--- src/rtl/vms_pkg.sv ---
// Shared types and default sizing for the vector memory sequencer.
package vms_pkg;
  localparam int unsigned VMS_LANES   = 4;
  localparam int unsigned VMS_DATA_W  = 32;
  localparam int unsigned VMS_ADDR_W  = 32;
  localparam int unsigned VMS_TIMEOUT = 16;

  typedef enum logic [1:0] {IDLE, READ, WRITE, DONE} vms_state_t;
endpackage

--- src/rtl/vms_watchdog.sv ---
// Counts consecutive stalled beats; o_expire fires on the TIMEOUT-th one.
module vms_watchdog #(
  parameter int unsigned TIMEOUT = 16
) (
  input  logic clk,
  input  logic rst,
  input  logic i_stalled,
  output logic o_expire
);
  localparam int unsigned CW = $clog2(TIMEOUT + 1);

  logic [CW-1:0] r_cnt;

  assign o_expire = i_stalled && (r_cnt == CW'(TIMEOUT - 1));

  always_ff @(posedge clk) begin
    if (rst || !i_stalled || o_expire) r_cnt <= '0;
    else                               r_cnt <= r_cnt + CW'(1);
  end
endmodule

--- src/rtl/vector_mem_sequencer.sv ---
// Splits a vector load/store into LANES single-word memory beats.
// Optional watchdog enabled by defining VMS_TIMEOUT_EN.
module vector_mem_sequencer
  import vms_pkg::*;
#(
  parameter int unsigned LANES   = VMS_LANES,
  parameter int unsigned DATA_W  = VMS_DATA_W,
  parameter int unsigned ADDR_W  = VMS_ADDR_W,
  parameter int unsigned TIMEOUT = VMS_TIMEOUT
) (
  input  logic                    clk,
  input  logic                    rst,
  input  logic                    start_read,
  input  logic                    start_write,
  input  logic [ADDR_W-1:0]       base_addr,
  input  logic [LANES*DATA_W-1:0] wdata_vec,
  input  logic [DATA_W-1:0]       mem_rdata,
  input  logic                    mem_ready,
  output logic [ADDR_W-1:0]       mem_addr,
  output logic                    mem_re,
  output logic                    mem_we,
  output logic [DATA_W-1:0]       mem_wdata,
  output logic [LANES*DATA_W-1:0] rdata_vec,
  output logic                    vreg_we,
  output logic                    stall,
  output logic                    done,
  output logic                    err
);
  localparam int unsigned LW = (LANES > 1) ? $clog2(LANES) : 1;

  vms_state_t              r_state, w_next;
  logic [LW-1:0]           r_lane;
  logic [ADDR_W-1:0]       r_base;
  logic [LANES*DATA_W-1:0] r_wdata, r_rdata;
  logic                    r_is_read;
  logic                    w_last, w_timeout;

  assign w_last    = (r_lane == LW'(LANES - 1));
  assign rdata_vec = rst ? '0 : r_rdata;

`ifdef VMS_TIMEOUT_EN
  logic w_stalled;
  assign w_stalled = ((r_state == READ) || (r_state == WRITE)) && !mem_ready;

  vms_watchdog #(.TIMEOUT(TIMEOUT)) u_watchdog (
    .clk       (clk),
    .rst       (rst),
    .i_stalled (w_stalled),
    .o_expire  (w_timeout)
  );
`else
  assign w_timeout = 1'b0;
`endif

  always_comb begin
    w_next    = r_state;
    mem_addr  = '0;
    mem_re    = 1'b0;
    mem_we    = 1'b0;
    mem_wdata = '0;
    vreg_we   = 1'b0;
    stall     = 1'b0;
    done      = 1'b0;
    err       = 1'b0;
    case (r_state)
      IDLE: begin
        stall = start_read || start_write;
        err   = start_read && start_write;
        if (start_write)     w_next = WRITE;
        else if (start_read) w_next = READ;
      end
      READ, WRITE: begin
        stall    = 1'b1;
        err      = w_timeout;
        mem_addr = r_base + ADDR_W'(r_lane);
        mem_re   = (r_state == READ);
        mem_we   = (r_state == WRITE);
        if (r_state == WRITE) mem_wdata = r_wdata[int'(r_lane)*DATA_W +: DATA_W];
        if (w_timeout)                w_next = IDLE;
        else if (mem_ready && w_last) w_next = DONE;
      end
      DONE: begin
        done    = 1'b1;
        vreg_we = r_is_read;
        w_next  = IDLE;
      end
      default: w_next = IDLE;
    endcase
    // Outputs are forced low while reset is held, whatever the current state.
    if (rst) begin
      mem_addr  = '0;
      mem_re    = 1'b0;
      mem_we    = 1'b0;
      mem_wdata = '0;
      vreg_we   = 1'b0;
      stall     = 1'b0;
      done      = 1'b0;
      err       = 1'b0;
    end
  end

  always_ff @(posedge clk) begin
    if (rst) begin
      r_state   <= IDLE;
      r_lane    <= '0;
      r_base    <= '0;
      r_wdata   <= '0;
      r_rdata   <= '0;
      r_is_read <= 1'b0;
    end else begin
      r_state <= w_next;
      case (r_state)
        IDLE: begin
          if (start_read || start_write) begin
            r_base    <= base_addr;
            r_lane    <= '0;
            r_is_read <= !start_write;
          end
          if (start_write) r_wdata <= wdata_vec;
        end
        READ, WRITE: begin
          if (mem_ready) begin
            if (r_state == READ) r_rdata[int'(r_lane)*DATA_W +: DATA_W] <= mem_rdata;
            if (!w_last) r_lane <= r_lane + LW'(1);
          end
        end
        default: ;
      endcase
    end
  end
endmodule

--- config.mk ---
export PLATFORM = sky130hd
export DESIGN_NAME = vector_mem_sequencer
export DESIGN_NICKNAME = d
export VERILOG_FILES = /design/src/rtl/vms_pkg.sv /design/src/rtl/vms_watchdog.sv /design/src/rtl/vector_mem_sequencer.sv
export SDC_FILE = /design/constraint.sdc
export NUM_CORES = 1
export LEC_CHECK = 0
export ABC_AREA = 1
export BUFFER_PORTS_ARGS = -buffer_cell sky130_fd_sc_hd__buf_4
export CAP_MARGIN = 30
export CORE_MARGIN = 1
export CORE_UTILIZATION = 45
export DETAILED_ROUTE_END_ITERATION = 8
export PLACE_DENSITY = 0.71
export REMOVE_ABC_BUFFERS = 1
export SLEW_MARGIN = 20
export SYNTH_ARGS = -nofsm -noshare
export SYNTH_HDL_FRONTEND = slang
export SYNTH_SLANG_ARGS = --single-unit
--- constraint.sdc ---
create_clock -name clk -period 4.92 [get_ports clk]
set_clock_uncertainty 0.1 [all_clocks]
set_input_delay 0.492 -clock clk [delete_from_list [all_inputs] [get_ports clk]]
set_output_delay 0.492 -clock clk [all_outputs]
set_load 0.01 [all_outputs]
==> metrics.cfg <==
[synthesis]
syn_area_per_cell_um2=6.50
synth-seq-cells=293
synthTopCellsByCount=nor2_1 (634), o21ai_0 (325), dfxtp_1 (293)
netlist_area_um2=13600
synth-seq-area-share=0.431
synth_edf_count=0
synthCells=2090
synth_top_family_by_area=simple AND/OR/NAND/NOR gates
ys_top_cells_by_area=dfxtp_1 (43%), nor2_1 (18%), o21ai_0 (12%), nand2_1 (7.5%), inv_1 (5.4%)
synthMuxAreaShare=0
yosysUniqueCellTypes=23
synth_simple_gate_area_frac=0.272
synth-main-ff-cell=dfxtp_1
synth_top_area_frac=0.431
synth_warnings=0
yosysMostFrequentCell=nor2_1
synth_top_cell_by_area=dfxtp_1
synthXorXnorAreaFrac=0
synth_compound_gate_area_share=0.184
async_flop_share=0
synth_adder_area_share=0.0144

[placed_design]
placed_cells=2757
dp_slack_ps=2030
port-buffer-count=394
gp_congestion=0.914
dp_hpwl_um=29700

[sta]
slew_headroom=0.349
setup-violations-final=0
tightest_slew_ps=976
fin_tns_setup_ps=0
fin_ws_ps=1480
period_needed_ps=3440
hold_viol=0
period_share=0.698
max_freq_ghz=0.291
maxSlewViolCount=0
grt_setup_unrepaired=false
hold_ws_ps=70.7

[cells_and_area]
syn_to_final_growth_pct=30.5
nets=2613
final-seq-area_um2=5870
layout.cells.non_filler=2813
nFillCells=2850
multi_input_area_um2=6410
drive_gt1_frac=0.200
antenna_cells=0

[clock_network]
cts.clk_slew.worst_paths_ps=60
cts_made_buffers=30
hold_buffers=0
cts_resized=0
postCtsSetupRepairBufs=0
clk_latency_ps=550
cts_tree=yes
clock-root-buffer=clkbuf_16
clock_sinks=293
htreeDepth=1
clockBufferDepth=3

[route]
vias_per_cell=5.09
wire_per_inst_um=15.7
drt_iter0_markers=827
vias=14300
drt_wl_total_um=44000
drcViolationCount=0
ant_nets=0
first_pass_iters=6

[setup_path]
required_ps=4330
start_kind=flip-flop
arrival_ps=2840
end_kind=output port
path_max_fanout=32
worstPathCellList=ha_1 -> fa_1 -> nand2_2 -> nor2_2 -> nand2_2 -> nor2_4 -> nand3_1 -> a21oi_1 -> buf_4
crit_path_max_incr_delay_ps=610
critPathSlowestCell=dfxtp_4
path_class=flip-flop to output port
cp_common_cell=nand2_2

[run]
cap_violations=0

[grt]
grt_max_degree=118
grt_pass1_wl_um=67800
grt_usage=0.274
grt_overflow=0
antenna_found_initial=0
grt_pass1_vias=13100

[floorplan]
core_um2=29700
die_area_um2=30900
fp.dieH_um=176
num_io_pins=395
die_w_um=176
rows=63
start_util=0.457

[pwr]
p_per_area_nw_per_um2=480
leakage_nw=7.53
irDropWorstVdd_mv=0.293
total_power_mw=8.52

[worst_hold_path]
hold_path_class=primary input to flip-flop

[outcome]
status=complete, no violations

==> path summary, 6_finish.rpt <==
check / from / endpoint / slack (ps) / cells past startpoint
max: r_lane[0] / mem_addr[24] / 1480 / 9
min: wdata_vec[84] / r_wdata[84] / 70 / 3
max reg2reg: r_state[1] / r_wdata[13] / 2250 / 8
min reg2reg: r_rdata[7] / r_rdata[7] / 360 / 2
==> state kept, by name (all words and copies together) (netlist names) <==
name	flops
r_wdata	128
r_base	32
r_is_read	1
r_rdata	128
r_state	2
r_lane	2
==> critical path, delay by kind of cell, from the launching register on <==
| kind | cells | cell delay (ps) |
|---|---|---|
| AO/OA/AOI/OAI | 1 | 210 |
| buffers and inverters | 1 | 150 |
| adder cells (fa/ha/maj) | 2 | 560 |
| flip-flops | 1 | 610 |
| AND/OR/NAND/NOR | 5 | 750 |
==> area by class of cell <==
type,instances,share of cell area
clock inverters,16,0.0108
multi-input cells,1461,0.362
well taps,390,0.0275
inverters,196,0.0418
repair buffers,419,0.180
clock buffers,38,0.0469
flip-flops and latches,293,0.331
==> routing by layer <==
layer,wire length (um),global-route usage,share of wire
met1,18000,0.338,0.41
met2,20700,0.466,0.47
met3,3830,0.0563,0.087
met4,1560,0.107,0.035
met5,0,0,0
==> where the power goes <==
part / switching, mW / internal, mW / total, mW
sequential: 0.287 / 2.81 / 3.10
combinational: 2.05 / 1.00 / 3.06
clock: 0.961 / 1.40 / 2.36
==> layout by cell type (no fill, tap or decap), drive strengths merged <==
cell type,synthesis,routed
nand3b,3,3
clkinv,0,9
o31ai,22,22
a21oi,117,117
ha,14,14
nor2,639,639
nor3,8,8
fa,1,1
nand3,37,37
o21ai,347,347
nand2,272,272
inv,196,196
bufinv,0,4
dfxtp,293,293
clkinvlp,0,3
buf,68,419
a211o,1,1
clkbuf,72,38
==> per-stage QoR <==
step                utilization  instance area [um^2]
floorplan                     -                 13000
global placement          0.560                 16600
detailed placement        0.561                 16700
CTS                       0.595                 17700
global route              0.597                 17700
finish                    0.597                 17700
==> logic make-up after synthesis <==
family | Yosys count
adders and majority gates | 15
and+or+nand+nor | 959
DFF | 293
buffers and inverters | 336
AOI/OAI and AO/OA | 487
Power figures use the tool's default switching activity.
